--- src/rtl/aes_pkg.sv ---
// aes_pkg: shared AES types, per-mode key-schedule sizes, S-box and xtime helpers
package aes_pkg;
  typedef logic [31:0] word_t;
  typedef enum logic [1:0] {AES128 = 2'b00, AES192 = 2'b01, AES256 = 2'b10, AES_ILL = 2'b11} aes_mode_e;
  typedef enum logic [1:0] {S_IDLE, S_EXPAND, S_DONE} ks_state_e;
  localparam logic [2047:0] SBOX = {
    128'h637c777bf26b6fc53001672bfed7ab76, 128'hca82c97dfa5947f0add4a2af9ca472c0,
    128'hb7fd9326363ff7cc34a5e5f171d83115, 128'h04c723c31896059a071280e2eb27b275,
    128'h09832c1a1b6e5aa0523bd6b329e32f84, 128'h53d100ed20fcb15b6acbbe394a4c58cf,
    128'hd0efaafb434d338545f9027f503c9fa8, 128'h51a3408f929d38f5bcb6da2110fff3d2,
    128'hcd0c13ec5f974417c4a77e3d645d1973, 128'h60814fdc222a908846eeb814de5e0bdb,
    128'he0323a0a4906245cc2d3ac629195e479, 128'he7c8376d8dd54ea96c56f4ea657aae08,
    128'hba78252e1ca6b4c6e8dd741f4bbd8b8a, 128'h703eb5664803f60e613557b986c11d9e,
    128'he1f8981169d98e949b1e87e9ce5528df, 128'h8ca1890dbfe6426841992d0fb054bb16};
  function automatic logic [3:0] nk_of(input aes_mode_e m);
    return m == AES192 ? 4'd6 : m == AES256 ? 4'd8 : 4'd4;
  endfunction
  function automatic logic [3:0] nr_of(input aes_mode_e m);
    return nk_of(m) + 4'd6;
  endfunction
  function automatic logic [5:0] wtot_of(input aes_mode_e m);
    return {nr_of(m) + 4'd1, 2'b00};
  endfunction
  function automatic logic [7:0] sbox(input logic [7:0] b);
    return SBOX[8*(255-int'(b)) +: 8];
  endfunction
  function automatic logic [7:0] xtime(input logic [7:0] b);
    return {b[6:0], 1'b0} ^ (b[7] ? 8'h1b : 8'h00);
  endfunction
endpackage

--- src/rtl/aes_sub_word.sv ---
// aes_sub_word: four parallel S-box lookups on a 32-bit word
module aes_sub_word
  import aes_pkg::*;
(
  input  word_t a,
  output word_t y
);
  assign y = {sbox(a[31:24]), sbox(a[23:16]), sbox(a[15:8]), sbox(a[7:0])};
endmodule

--- src/rtl/aes_key_sched.sv ---
// aes_key_sched: iterative 128/192/256-bit AES key expansion, one word per cycle, indexed round-key read
module aes_key_sched
  import aes_pkg::*;
#(
  parameter int MAX_KEY_BITS = 256,
  parameter bit RD_REG = 1'b0
) (
  input  logic                    clk_i,
  input  logic                    reset_i,
  input  logic                    key_v_i,
  output logic                    key_ready_o,
  input  logic [1:0]              mode_i,
  input  logic [0:MAX_KEY_BITS-1] key_i,
  output logic                    err_o,
  output logic                    done_o,
  input  logic [3:0]              rk_idx_i,
  output logic [0:127]            rk_o,
  output logic                    rk_valid_o
);
  localparam int MAX_NK = MAX_KEY_BITS / 32;
  localparam int WMAX = 4 * (MAX_NK + 7);
  ks_state_e state, state_n;
  aes_mode_e m_in, mode_q;
  word_t w [WMAX];
  word_t prev, back, sw_in, sw_out, temp, new_w;
  logic [5:0] i, b;
  logic [3:0] j, nk_q;
  logic [7:0] rcon;
  logic legal, accept, last;
  logic [0:127] rk_c;
  logic rv_c;
  assign m_in = aes_mode_e'(mode_i);
  assign nk_q = nk_of(mode_q);
  assign legal = m_in != AES_ILL && 32 * int'(nk_of(m_in)) <= MAX_KEY_BITS;
  assign accept = key_v_i && key_ready_o && legal;
  assign last = i == wtot_of(mode_q) - 6'd1;
  // j tracks i mod Nk so no divider is needed for the 192-bit mode
  always_comb begin
    prev = w[i - 6'd1];
    back = w[i - 6'(nk_q)];
    sw_in = j == 4'd0 ? {prev[23:0], prev[31:24]} : prev;
    temp = j == 4'd0 ? sw_out ^ {rcon, 24'h0} : (nk_q == 4'd8 && j == 4'd4) ? sw_out : prev;
    new_w = back ^ temp;
  end
  aes_sub_word u_sub (.a(sw_in), .y(sw_out));
  // state register
  always_ff @(posedge clk_i or posedge reset_i)
    if (reset_i) state <= S_IDLE;
    else state <= state_n;
  // next state: accept from IDLE/DONE, leave EXPAND on the last word
  always_comb begin
    state_n = state;
    if (accept) state_n = S_EXPAND;
    else if (state == S_EXPAND && last) state_n = S_DONE;
  end
  // handshake and status outputs
  always_comb begin
    key_ready_o = state != S_EXPAND;
    done_o = state == S_DONE;
  end
  // word counter, Nk phase, rcon, latched mode and error pulse
  always_ff @(posedge clk_i or posedge reset_i)
    if (reset_i) begin
      i <= '0;
      j <= '0;
      rcon <= 8'h01;
      mode_q <= AES128;
      err_o <= 1'b0;
    end else begin
      err_o <= key_v_i && key_ready_o && !legal;
      if (accept) begin
        i <= 6'(nk_of(m_in));
        j <= '0;
        rcon <= 8'h01;
        mode_q <= m_in;
      end else if (state == S_EXPAND) begin
        i <= i + 6'd1;
        j <= j == nk_q - 4'd1 ? 4'd0 : j + 4'd1;
        if (j == 4'd0) rcon <= xtime(rcon);
      end
    end
  // round-key store: cipher key loaded in one edge, then one expanded word per edge
  always_ff @(posedge clk_i)
    if (accept) begin
      for (int k = 0; k < MAX_NK; k++)
        if (k < int'(nk_of(m_in))) w[k] <= key_i[32*k +: 32];
    end else if (state == S_EXPAND) w[i] <= new_w;
  // indexed read of four consecutive words; nothing meaningful before the first accept
  always_comb begin
    b = {rk_idx_i, 2'b00};
    rv_c = done_o && rk_idx_i <= nr_of(mode_q);
    rk_c = (state != S_IDLE && rk_idx_i <= nr_of(mode_q)) ? {w[b], w[b + 6'd1], w[b + 6'd2], w[b + 6'd3]} : '0;
  end
  generate
    if (RD_REG) begin : g_rd_reg
      // registered read port
      always_ff @(posedge clk_i or posedge reset_i)
        if (reset_i) begin
          rk_o <= '0;
          rk_valid_o <= 1'b0;
        end else begin
          rk_o <= rk_c;
          rk_valid_o <= rv_c;
        end
    end else begin : g_rd_comb
      assign rk_o = rk_c;
      assign rk_valid_o = rv_c;
    end
  endgenerate
endmodule
--- config.mk ---
export PLATFORM = sky130hd
export DESIGN_NAME = aes_key_sched
export DESIGN_NICKNAME = d
export VERILOG_FILES = /design/src/rtl/aes_pkg.sv /design/src/rtl/aes_sub_word.sv /design/src/rtl/aes_key_sched.sv
export SDC_FILE = /design/constraint.sdc
export NUM_CORES = 2
export LEC_CHECK = 0
export BUFFER_PORTS_ARGS = -buffer_cell sky130_fd_sc_hd__clkbuf_2
export CAP_MARGIN = 10
export CELL_PAD_IN_SITES_DETAIL_PLACEMENT = 1
export CELL_PAD_IN_SITES_GLOBAL_PLACEMENT = 1
export CORE_ASPECT_RATIO = 1.1
export CORE_MARGIN = 3
export CORE_UTILIZATION = 59
export CTS_BUF_LIST = sky130_fd_sc_hd__clkbuf_8 sky130_fd_sc_hd__clkbuf_16
export DETAILED_ROUTE_END_ITERATION = 8
export PLACE_DENSITY_LB_ADDON = 0.1
export SLEW_MARGIN = 10
export SYNTH_ARGS = -nofsm -noshare
export SYNTH_HDL_FRONTEND = slang
export SYNTH_SLANG_ARGS = --single-unit
--- constraint.sdc ---
create_clock -name clk_i -period 20.3 [get_ports clk_i]
set_input_delay 0 -clock clk_i [delete_from_list [all_inputs] [get_ports clk_i]]
set_output_delay 0 -clock clk_i [all_outputs]
set_load 0.01 [all_outputs]
==> metrics.md, run 1 <==
| Metric | Value |
|---|---|
| Overall Global Routing Usage | 0.8432 |
| Synth Cell Area | 131100 um^2 |
| Log Error | [ERROR GRT-0232] Routing congestion too high. Check the congestion heatmap in the GUI. |
| Synth area leaders | edfxtp_1, mux4_2, mux2i_1, mux2_2, nand2_1 |
| Max clock buf depth | 3 |
| Area after DPL | 136800 um^2 |
| EDFF count, synth | 2048 |
| Stopped at | global routing (5_1_grt) |
| Synth warnings | 0 |
| Die H | 500.4 um |
| Top-area cell type share of the netlist area | 0.4691 |
| Initial Util | 0.5965 |
| HPWL Detailed | 413000 um |
| Outcome | did not finish |
| Asr flop ratio synth | 0.01111 |
| Max H-tree Level | 4 |
| Placer Congestion | 1.086 |
| CTS buffer count | 214 |
| IO Pins | 397 |
| Post-CTS sizing | 0 |
| Largest net degree at the start of global routing | 159 |
| Port-buffer cells | 396 |
| Clk sinks | 2071 |
| GRT Residual Overflow | 234 |
| Yosys reg bits | 2071 |
| Largest area contributor in the netlist | edfxtp_1 |
| Register area share after synthesis | 0.4735 |
| Dominant synthesized flop cell | edfxtp_1 |
| Net Count, Synth | 8596 |
| Clock root buffer | clkbuf_16 |
| Setup Buffers After CTS | 0 |
| Antenna violations before repair | 196 |
| Gate Count Post-Synth | 8258 |
| Die W | 455.5 um |
| Syn_area_per_cell | 15.88 um^2 |
| Netlist cell types | 131 |
| Cell Rows | 180 |
-- what timing repair did --
item	in CTS
endpoints found under the setup margin	0
hold buffers	406
endpoints found under the hold margin	294
-- synthesized netlist by cell type (all sizes together) (44+ instances only) --
master,count
a211oi,132
a21oi,252
a221oi,57
a311oi,44
a31oi,79
buf,420
clkbuf,381
edfxtp,2048
ha,72
inv,78
mux2,163
mux2i,202
mux4,1860
nand2,464
nand3,149
nor2,432
nor2b,160
nor3,115
o211ai,110
o21ai,269
xnor2,55
-- metrics by stage --
step | instances | hold slack, ns | util | setup slack (ns)
after global placement | 11120 | 0.07472 | 0.6220 | 8.889
after CTS | 11930 | 0.001040 | 0.6740 | 8.305
after detailed placement | 11120 | 0.08946 | 0.6222 | 8.512
after floorplan | 8258 | 0.001183 | - | 11.80
-- routing by layer --
metal | GRT usage | overflow
met1 | 0.8387 | 19
met4 | 0.8162 | 75
met2 | 0.9361 | 105
met5 | 0.5968 | 3
met3 | 0.7775 | 32
-- logic make-up after synthesis --
family,share of synthesized area
adders and majority gates,0.007024
muxes,0.3495
and+or+nand+nor,0.05381
DFF,0.4735
buffers and inverters,0.03281
AOI/OAI and AO/OA,0.07677
xor gates and xnor gates,0.006632
==> inputs of run 2 (changes only) <==
==> config.mk (replaced) <==
export PLATFORM = sky130hd
export DESIGN_NAME = aes_key_sched
export DESIGN_NICKNAME = d
export VERILOG_FILES = /design/src/rtl/aes_pkg.sv /design/src/rtl/aes_sub_word.sv /design/src/rtl/aes_key_sched.sv
export SDC_FILE = /design/constraint.sdc
export NUM_CORES = 2
export LEC_CHECK = 0
export BUFFER_PORTS_ARGS = -buffer_cell sky130_fd_sc_hd__clkbuf_2
export CAP_MARGIN = 10
export CORE_MARGIN = 3
export CORE_UTILIZATION = 40
export DETAILED_ROUTE_END_ITERATION = 8
export PLACE_DENSITY_LB_ADDON = 0.15
export SLEW_MARGIN = 10
export SYNTH_ARGS = -nofsm -noshare
export SYNTH_HDL_FRONTEND = slang
export SYNTH_SLANG_ARGS = --single-unit
==> metrics.md, run 2 <==
| Metric | Value |
|---|---|
| Synthesis-to-finish area growth | 15.35% |
| Startpoint of the worst register-to-register path | i[0]$_DFFE_PP0P_ |
| Share of layout cells above drive strength 1 | 0.3779 |
| Vias per inst | 7.490 |
| CTS buffer count | 235 (+9.8%) |
| Period utilization | 0.5579 |
| Initial Util | 0.4030 (-0.1934) |
| Setup Skew | 0.1011 ns |
| Hold Slack | 0.03190 ns |
| Top-area cell type share of the netlist area | 0.4691 (unchanged) |
| Yosys reg bits | 2071 (unchanged) |
| DR WL/cell | 48.52 um |
| Reg clk slew, reported paths | 0.08 ns |
| TritonCTS clock tree | yes |
| Worst EP arrival | 12.15 ns |
| Antenna violations before repair | 46 |
| Synth area leaders | edfxtp_1, mux4_2, mux2i_1, mux2_2, nand2_1 |
| WHS Endpoint | w[5][4]$_DFFE_PP_ |
| Overall Global Routing Usage | 0.3836 |
| Area after DPL | 138800 um^2 (+1.5%) |
| HPWL Detailed | 422800 um (+2.4%) |
| CP startpoint kind | flop |
| Net Count, Synth | 8596 (unchanged) |
| Final worst slack | 8.975 ns |
| Most frequent cells in the layout | edfxtp_1, mux4_2, nand2_1, dlygate4sd3_1, clkbuf_2 |
| # fillers | 28090 |
| Antenna Nets Post-Route | 0 |
| Max-slew violation count | 0 |
| Die H | 578.5 um (+16%) |
| Highest clock rate | 88.30 MHz |
| Worst slack, placed | 9.206 ns (+0.6939 ns) |
| CP Capture Type | flop |
| Register area share after synthesis | 0.4735 (unchanged) |
| Asr flop ratio synth | 0.01111 (unchanged) |
| Placer Congestion | 1.023 (-5.8%) |
| Design Area, Final | 151200 um^2 |
| Number of DRC markers in iteration 0 | 17740 |
| Clock root buffer | clkbuf_16 |
| Synth Cell Area | 131100 um^2 (unchanged) |
| Tightest Pin Transition | 1.343 ns |
| Core region area | 325300 um^2 |
| Max H-tree Level | 4 (unchanged) |
| NumNets Final | 9258 |
| Reg with most FFs | w |
| Cell Rows | 209 (+16%) |
| Hold Crit Class | input pin to flop |
| Final Hold Viols | 0 |
| Number of flip-flops in the largest register | 2048 |
| Netlist cell types | 131 (unchanged) |
| Die W | 578.5 um (+27%) |
| Flop-to-flop setup slack | 8.97 ns |
| Routed wire length | 653600 um |
| Final TNS setup | 0 ns |
| HP Start | key_i[187] |
| Post-CTS sizing | 0 (unchanged) |
| Max clock buf depth | 4 (+1) |
| Initial DRT Pass Iterations | 8 |
| Worst r2r path cells | 21 |
| Slew headroom | 0.1048 |
| Min-Delay Path Depth | 3 |
| Req. time, crit path | 21.13 ns |
| Largest net degree at the start of global routing | 135 |
| First-pass GRT wire length | 874200 um |
| Dominant synthesized flop cell | edfxtp_1 |
| Final setup fails | 0 |
| IO Pins | 397 (unchanged) |
| GRT Residual Overflow | 0 |
| EDFF count, synth | 2048 (unchanged) |
| Most common cell after layout, fill and taps aside | edfxtp_1 |
| Synth warnings | 0 (unchanged) |
| Sequential standard cell area | 62080 um^2 |
| Crit path max fanout | 93 |
| Top flop regs | w (2048), rcon (8), i (6) |
| Number of remaining DRC errors | 0 |
| Reg2reg end | w[1][8]$_DFFE_PP_ |
| Die footprint | 334700 um^2 |
| Vias in the first global route | 97070 |
| Count leader, synth | edfxtp_1 |
| Max-cap violations | 0 |
| Outcome | finished clean |
| Gate Count Post-Synth | 8258 (unchanged) |
| Multi-input logic area | 65910 um^2 |
| Tmin final | 11.33 ns |
| RSZ-0062 raised after global routing | false |
| Largest area contributor in the netlist | edfxtp_1 |
| Syn_area_per_cell | 15.88 um^2 (unchanged) |
| Top cells by count, synth | edfxtp_1, mux4_2, nand2_1 |
| Crit path kind | flop to flop |
| DR vias | 100900 |
| Port-buffer cells | 396 (unchanged) |
| Clk sinks | 2071 (unchanged) |
| Worst-skew pair later-pin latency | 0.98 ns |
run 2: critical path: stages (launching register included):
cell     delay, ns
dfrtp_4       1.04
inv_2         0.15
ha_4          0.79
buf_12        0.53
buf_4         0.95
buf_4         0.79
mux4_2        0.42
mux4_2        0.47
a22oi_1       0.25
a21o_1        0.48
nand2_2       0.48
inv_2         0.54
ha_1          0.67
nand2_1       0.43
and3_1        0.27
nor4_1        0.32
a21oi_1       0.16
a311o_1       0.39
a31oi_1       0.72
xnor2_4       0.18
buf_4         0.49
mux2_2        0.27
run 2: per-stage QoR:
| stage | utilization | instances |
|---|---|---|
| after floorplan | - | 8258 |
| after global placement | 0.4267 | 12570 |
| after detailed placement | 0.4267 | 12570 |
| after CTS | 0.4645 | 13450 |
| after global routing | 0.4648 | 13450 |
| final | 0.4649 | 13470 |
run 2: final cells by class:
type	count	area share
inverter	87	0.002159
timing repair buffer	1226	0.06272
clock buffer	259	0.03968
multi-input combinational	5299	0.4358
clock inverter	181	0.01300
sequential	2071	0.4105
tap	4325	0.03578
antenna	24	0.0003971
run 2: logic make-up (layout without fill, tap and decap cells):
family                     after synthesis  in the layout  share of synthesized area
muxes                                 2225           2225                     0.3495
DFF                                   2071           2071                     0.4735
and+or+nand+nor                       1506           1506                    0.05381
AOI/OAI and AO/OA                     1422           1422                    0.07677
buffers and inverters                  888           1753                    0.03281
adders and majority gates               73             73                   0.007024
xor gates and xnor gates                73             73                   0.006632
other                                    0             24                          0
run 2: routing by layer:
| metal | global-route usage | part of all wire |
|---|---|---|
| met1 | 0.4927 | 0.36 |
| met2 | 0.5503 | 0.43 |
| met3 | 0.1358 | 0.14 |
| met4 | 0.2506 | 0.077 |
| met5 | 0 | 0.00037 |
run 2: repair_timing:
item                                   in CTS  in global routing
hold buffers                              432                  0
endpoints found under the hold margin     294                  0
setup buffers                               0                  0
run 2: worst max path at each step:
stage	start	to	slack, ns	depth (start not counted)
2_1_floorplan	i[0]$_DFFE_PP0P_	w[10][24]$_DFFE_PP_	11.80	28
3_3_place_gp	i[0]$_DFFE_PP0P_	w[42][13]$_DFFE_PP_	9.31	20
3_5_place_dp	i[0]$_DFFE_PP0P_	w[22][6]$_DFFE_PP_	9.21	24
4_1_cts	i[0]$_DFFE_PP0P_	w[30][6]$_DFFE_PP_	9.14	24
5_1_grt	i[0]$_DFFE_PP0P_	w[16][6]$_DFFE_PP_	8.40	24
6_report	i[0]$_DFFE_PP0P_	w[1][8]$_DFFE_PP_	8.97	21
Power of run 2 is not shown: default switching activity piles up to over one toggle a cycle in this logic, so the estimate is an artifact.
